**src/rtl/fetch_pkg.sv**
```systemverilog
// Shared widths, default depth and FSM encoding for the instruction fetch controller.
package fetch_pkg;
   localparam int ADDR_W        = 16;
   localparam int DATA_W        = 32;
   localparam int DEPTH_DEFAULT = 256;

   typedef enum logic [1:0] {
      ST_IDLE  = 2'd0,
      ST_RUN   = 2'd1,
      ST_DRAIN = 2'd2
   } fetch_state_t;
endpackage

```
**src/rtl/fetch_out_reg.sv**
```systemverilog
// Output holding register: valid/data/pc of the instruction offered to the consumer.
module fetch_out_reg
   import fetch_pkg::*;
(
   input  logic              clk,
   input  logic              rst_n,
   input  logic              load,
   input  logic              clear,
   input  logic              accept,
   input  logic [DATA_W-1:0] load_data,
   input  logic [ADDR_W-1:0] load_pc,
   output logic              valid,
   output logic [DATA_W-1:0] data,
   output logic [ADDR_W-1:0] pc
);

   // Flush beats a fresh load; a load beats a plain drain on acceptance.
   always_ff @(posedge clk or negedge rst_n) begin
      if (!rst_n) begin
         valid <= 1'b0;
         data  <= '0;
         pc    <= '0;
      end else if (clear) begin
         valid <= 1'b0;
      end else if (load) begin
         valid <= 1'b1;
         data  <= load_data;
         pc    <= load_pc;
      end else if (accept) begin
         valid <= 1'b0;
      end
   end

endmodule

```
**src/rtl/fetch_controller.sv**
```systemverilog
// Sequential instruction fetch: FSM, PC and accepted-instruction counter feeding a
// valid/ready output register.
module fetch_controller
   import fetch_pkg::*;
#(
   parameter logic [ADDR_W-1:0] RESET_PC = 16'h0000,
   parameter int                DEPTH    = DEPTH_DEFAULT
)(
   input  logic              clk,
   input  logic              rst_n,
   input  logic              start,
   input  logic              halt,
   input  logic              redirect_valid,
   input  logic [ADDR_W-1:0] redirect_pc,
   output logic [ADDR_W-1:0] imem_addr,
   input  logic [DATA_W-1:0] imem_rdata,
   output logic              inst_valid,
   input  logic              inst_ready,
   output logic [DATA_W-1:0] inst_data,
   output logic [ADDR_W-1:0] inst_pc,
   output logic              busy,
   output logic [ADDR_W-1:0] inst_count
);

   fetch_state_t      state;
   logic [ADDR_W-1:0] pc_q;
   logic [ADDR_W-1:0] pc_inc;
   logic [ADDR_W-1:0] redirect_pc_mod;
   logic              accept;
   logic              load;
   logic              clear;

   assign imem_addr = pc_q;
   assign accept    = inst_valid & inst_ready;

   always_comb begin
      pc_inc          = (pc_q == ADDR_W'(DEPTH - 1)) ? '0 : pc_q + 16'd1;
      redirect_pc_mod = ADDR_W'(32'(redirect_pc) % 32'(DEPTH));
      // Redirect suppresses the fetch of the stale PC at the same edge.
      load  = (state == ST_RUN) && !redirect_valid && !halt && (!inst_valid || inst_ready);
      clear = redirect_valid && (state != ST_IDLE);
   end

   always_ff @(posedge clk or negedge rst_n) begin
      if (!rst_n) begin
         state      <= ST_IDLE;
         busy       <= 1'b0;
         pc_q       <= RESET_PC;
         inst_count <= '0;
      end else begin
         if (accept && (inst_count != '1))
            inst_count <= inst_count + 16'd1;

         if (redirect_valid)
            pc_q <= redirect_pc_mod;
         else if (load)
            pc_q <= pc_inc;

         case (state)
            ST_IDLE: begin
               if (start && !halt) begin
                  state <= ST_RUN;
                  busy  <= 1'b1;
               end
            end
            ST_RUN: begin
               // A redirect empties the output, so there is nothing left to drain.
               if (halt && redirect_valid) begin
                  state <= ST_IDLE;
                  busy  <= 1'b0;
               end else if (halt) begin
                  state <= ST_DRAIN;
               end
            end
            ST_DRAIN: begin
               if (!inst_valid || accept || redirect_valid) begin
                  state <= ST_IDLE;
                  busy  <= 1'b0;
               end
            end
            default: begin
               state <= ST_IDLE;
               busy  <= 1'b0;
            end
         endcase
      end
   end

   fetch_out_reg u_out_reg (
      .clk       (clk),
      .rst_n     (rst_n),
      .load      (load),
      .clear     (clear),
      .accept    (accept),
      .load_data (imem_rdata),
      .load_pc   (pc_q),
      .valid     (inst_valid),
      .data      (inst_data),
      .pc        (inst_pc)
   );

endmodule

```
**config.mk**
```make
export PLATFORM = sky130hd
export DESIGN_NAME = fetch_controller
export DESIGN_NICKNAME = d
export VERILOG_FILES = /design/src/rtl/fetch_pkg.sv /design/src/rtl/fetch_out_reg.sv /design/src/rtl/fetch_controller.sv
export SDC_FILE = /design/constraint.sdc
export NUM_CORES = 1
export LEC_CHECK = 0
export CAP_MARGIN = 20
export CORE_MARGIN = 1.5
export CORE_UTILIZATION = 46
export CTS_CLUSTER_SIZE = 40
export DETAILED_ROUTE_END_ITERATION = 8
export GPL_TIMING_DRIVEN = 0
export HOLD_SLACK_MARGIN = 0.15
export PLACE_DENSITY = 0.82
export SLEW_MARGIN = 15
export SYNTH_ARGS = -nofsm -noshare
export SYNTH_HDL_FRONTEND = slang
export SYNTH_HIERARCHICAL = 1
export SYNTH_SLANG_ARGS = --single-unit
```
**constraint.sdc**
```tcl
create_clock -name clk -period 3 [get_ports clk]
set_input_delay 0.6 -clock clk [delete_from_list [all_inputs] [get_ports clk]]
set_output_delay 0.6 -clock clk [all_outputs]
set_load 0.05 [all_outputs]
```
==> impl_results.md <==
* Worst Reg2Reg Path Length in Cells at 7
* Worst EP arrival at 2.86 ns
* Clock Tree Buf Depth at 2
* Worst-path clk slew at 0.08 ns
* Syn nets at 383
* Non-Filler Instances at 575
* H-tree Lvls at 3
* Routed vias at 3160
* Slew headroom at 61.7%
* Crit path required time at 3.23 ns
* CTS Sinks at 84
* Initial Utilization at 48.2%
* Clock share of power at 22.0%
* Syn_area_per_cell at 12.3 um2
* Syn Std Cell Area at 4020 um2
* Crit start category: input port
* Kind of critical path: in -> reg
* Status: finished, final reports clean
* Post-DP HPWL at 6840 um
* Register area share after synthesis at 52.3%
* DP Cell Count at 559
* Distinct cells, synth at 58
* Fin Setup TNS at 0 ns
* Async SR Flop Fraction at 100%
* Largest net degree at the start of global routing at 44
* Switching portion of total power at 38.7%
* Worst Hold Class: in -> async
* Cells after synthesis at 327
* Die width at 96.5 um
* Area grow syn2layout at 40.5%
* RR Endpoint: u_out_reg/data[18]
* Worst vdd ir at 0.547 mV
* Worst skew pair latency at 0.35 ns
* RSZ-0062 raised after global routing: no
* DR vias/cell at 5.50
* Final Cycle Share at 87.5%
* Most common flop cell mapped by yosys: dfrtp_1
* Leakage at 2.37 nW
* Combinational Power Share at 41.2%
* Setup Buffers After CTS at 0
* DRT Pass-1 Iters at 4
* Final GP Congestion at 0.916
* Post-synth top area cell: dfrtp_1
* Fmax at 381 MHz
* Core area at 8340 um2
* Min Tclk post-route at 2.62 ns
* Setup-failing EPs final at 0
* Initial antenna violation count at 0
* Layout fillers at 617
* Yosys top cell area share at 52.3%
* Fin nets at 521
* WL final at 9500 um
* Layout cell share with drive strength beyond 1 at 18.5%
* Port bufs at 126
* TritonCTS Buffers at 9
* Worst reg2reg setup slack at 0.69 ns
* Net Sw Power at 0.00158 W
* First-pass GRT wire length at 15000 um
* Total track usage at 21.0%
* Crit path capture type: flip-flop
* ANT nets after route at 0
* DR iter-0 viols at 186
* FP Rows at 33
* Synth Warn # at 6
* Die height at 96.5 um
* Max-cap violations at 0
* Clk root buf: clkbuf_8
* DRC at 0
* Int Pwr at 0.00249 W
* Top cells by area, synth: dfrtp_1 (52%), mux2_2 (8.1%), mux2_4 (7.5%)
* ANT cells at 0
* Final Max Tran Viols at 0
* Vias in the first global route at 3033
* Final setup skew at 0.0134 ns
* Worst-margin pin slew at 0.575 ns
* CP Max Fanout at 11
* Number of synthesized flops with an enable pin at 0
* Routed len/inst at 16.5 um
* PwrDens at 721 nW/um2
* GRT overflow at 0
* Hold buffers post-CTS at 0
* Final hold vios at 0
* Reg2reg start: state[1]
* FF+latch count, synth at 84
* Register share of total power at 36.8%
* CTS tree: built
* Die area at 9310 um2
* Num ports at 136
* Cts repair resizes at 0
-- logic make-up after synthesis --
| family | count (synthesis) | share of synthesized area (%) |
|---|---|---|
| and+or+nand+nor | 113 | 17.5 |
| DFF | 84 | 52.3 |
| muxes | 49 | 15.6 |
| AOI/OAI and AO/OA | 43 | 6.88 |
| buffers and inverters | 21 | 3.89 |
| xor gates and xnor gates | 15 | 3.27 |
| adders and majority gates | 2 | 0.622 |
-- power groups by stage --
stage	Clock [W]	Combinational, W	Sequential (W)
after floorplan	0	0.000334	0.00227
after global placement	0	0.00167	0.00151
after detailed placement	0	0.00168	0.00152
after CTS	0.000911	0.00169	0.00150
after global routing	0.000958	0.00176	0.00153
final	0.000894	0.00168	0.00150
-- per-stage QoR --
step	setup WS [ns]	total power [W]	hold slack (ns)	util (%)	instance area, um2
6_report	0.375	0.00407	0.241	67.7	5650
5_1_grt	0.298	0.00425	0.284	67.7	5650
4_1_cts	0.409	0.00410	0.256	67.7	5650
3_5_place_dp	0.0437	0.00321	0.477	65.1	5430
3_3_place_gp	-1.60	0.00318	0.476	64.9	5410
2_1_floorplan	0.820	0.00260	0.304	-	4020
-- per-layer routing --
layer	wire [um]	track usage, %	part of all wire (%)	up-vias
li1	-	-	-	1491
met1	4190	27.9	44	1523
met2	4390	33.7	46	131
met3	762	4.62	8.0	15
met4	153	7.25	1.6	0
met5	0	0	0	-
-- worst max-delay path, cell delays in order --
cell and delay [ns]:
clkdlybuf4s50_1 0.53, or3b_4 0.45, nor3_4 0.25, buf_6 0.19, nor2b_4 0.18, buf_6 0.18, buf_12 0.16, mux2_4 0.30
-- placed cells by master, fill, tap and decap left out, drive strengths merged, types with 10 or more instances in the layout --
master | Yosys | layout
clkdlybuf4s50 | 0 | 125
dfrtp | 84 | 84
mux2 | 49 | 49
nand2 | 21 | 21
nand3 | 17 | 17
clkbuf | 4 | 17
nand4 | 15 | 15
a21oi | 12 | 12
nor2 | 11 | 11
buf | 9 | 11
xor2 | 10 | 10
-- worst max path at each step --
stage | startpoint | end | slack (ns) | cells after the start
final | halt | u_out_reg/data[18] | 0.38 | 8
after global routing | halt | u_out_reg/data[18] | 0.30 | 8
after CTS | halt | u_out_reg/data[20] | 0.41 | 8
after detailed placement | halt | u_out_reg/data[20] | 0.04 | 8
after global placement | rst_n | u_out_reg/pc[6] | -1.60 | 1
after floorplan | halt | u_out_reg/data[10] | 0.82 | 7
-- registers in the layout (all words and copies together), names as in the netlist --
name and cells:
u_out_reg/data 32, u_out_reg/valid 1, busy 1, inst_count 16, u_out_reg/pc 16, imem_addr 16
state 2
-- cell type report --
type	count	area [um2]	area share (%)
inverters	7	26.3	0.465
clock buffers	13	149	2.64
plain buffers	14	130	2.30
flip-flops and latches	84	2100	37.2
well taps	105	131	2.33
repair buffers	127	1280	22.6
multi-input cells	222	1760	31.2
clock inverters	3	68.8	1.22
-- cells in the mapped netlist, types with 2 or more instances --
master,instances
a21oi_1,12
a31oi_1,8
a32oi_1,3
a41oi_1,2
and2_1,5
and3_1,3
and4_1,5
buf_12,2
buf_4,2
buf_6,4
clkbuf_1,3
dfrtp_1,84
ha_1,2
inv_1,7
mux2_2,29
mux2_4,20
nand2_1,20
nand2b_1,2
nand3_1,14
nand3_2,2
nand3b_1,3
nand4_1,15
nor2_1,11
nor2b_1,2
nor3_1,7
nor4_1,6
o21ai_0,9
or3_1,2
xnor2_1,5
xor2_1,10
No activity file was read; power rests on OpenSTA's default activity.
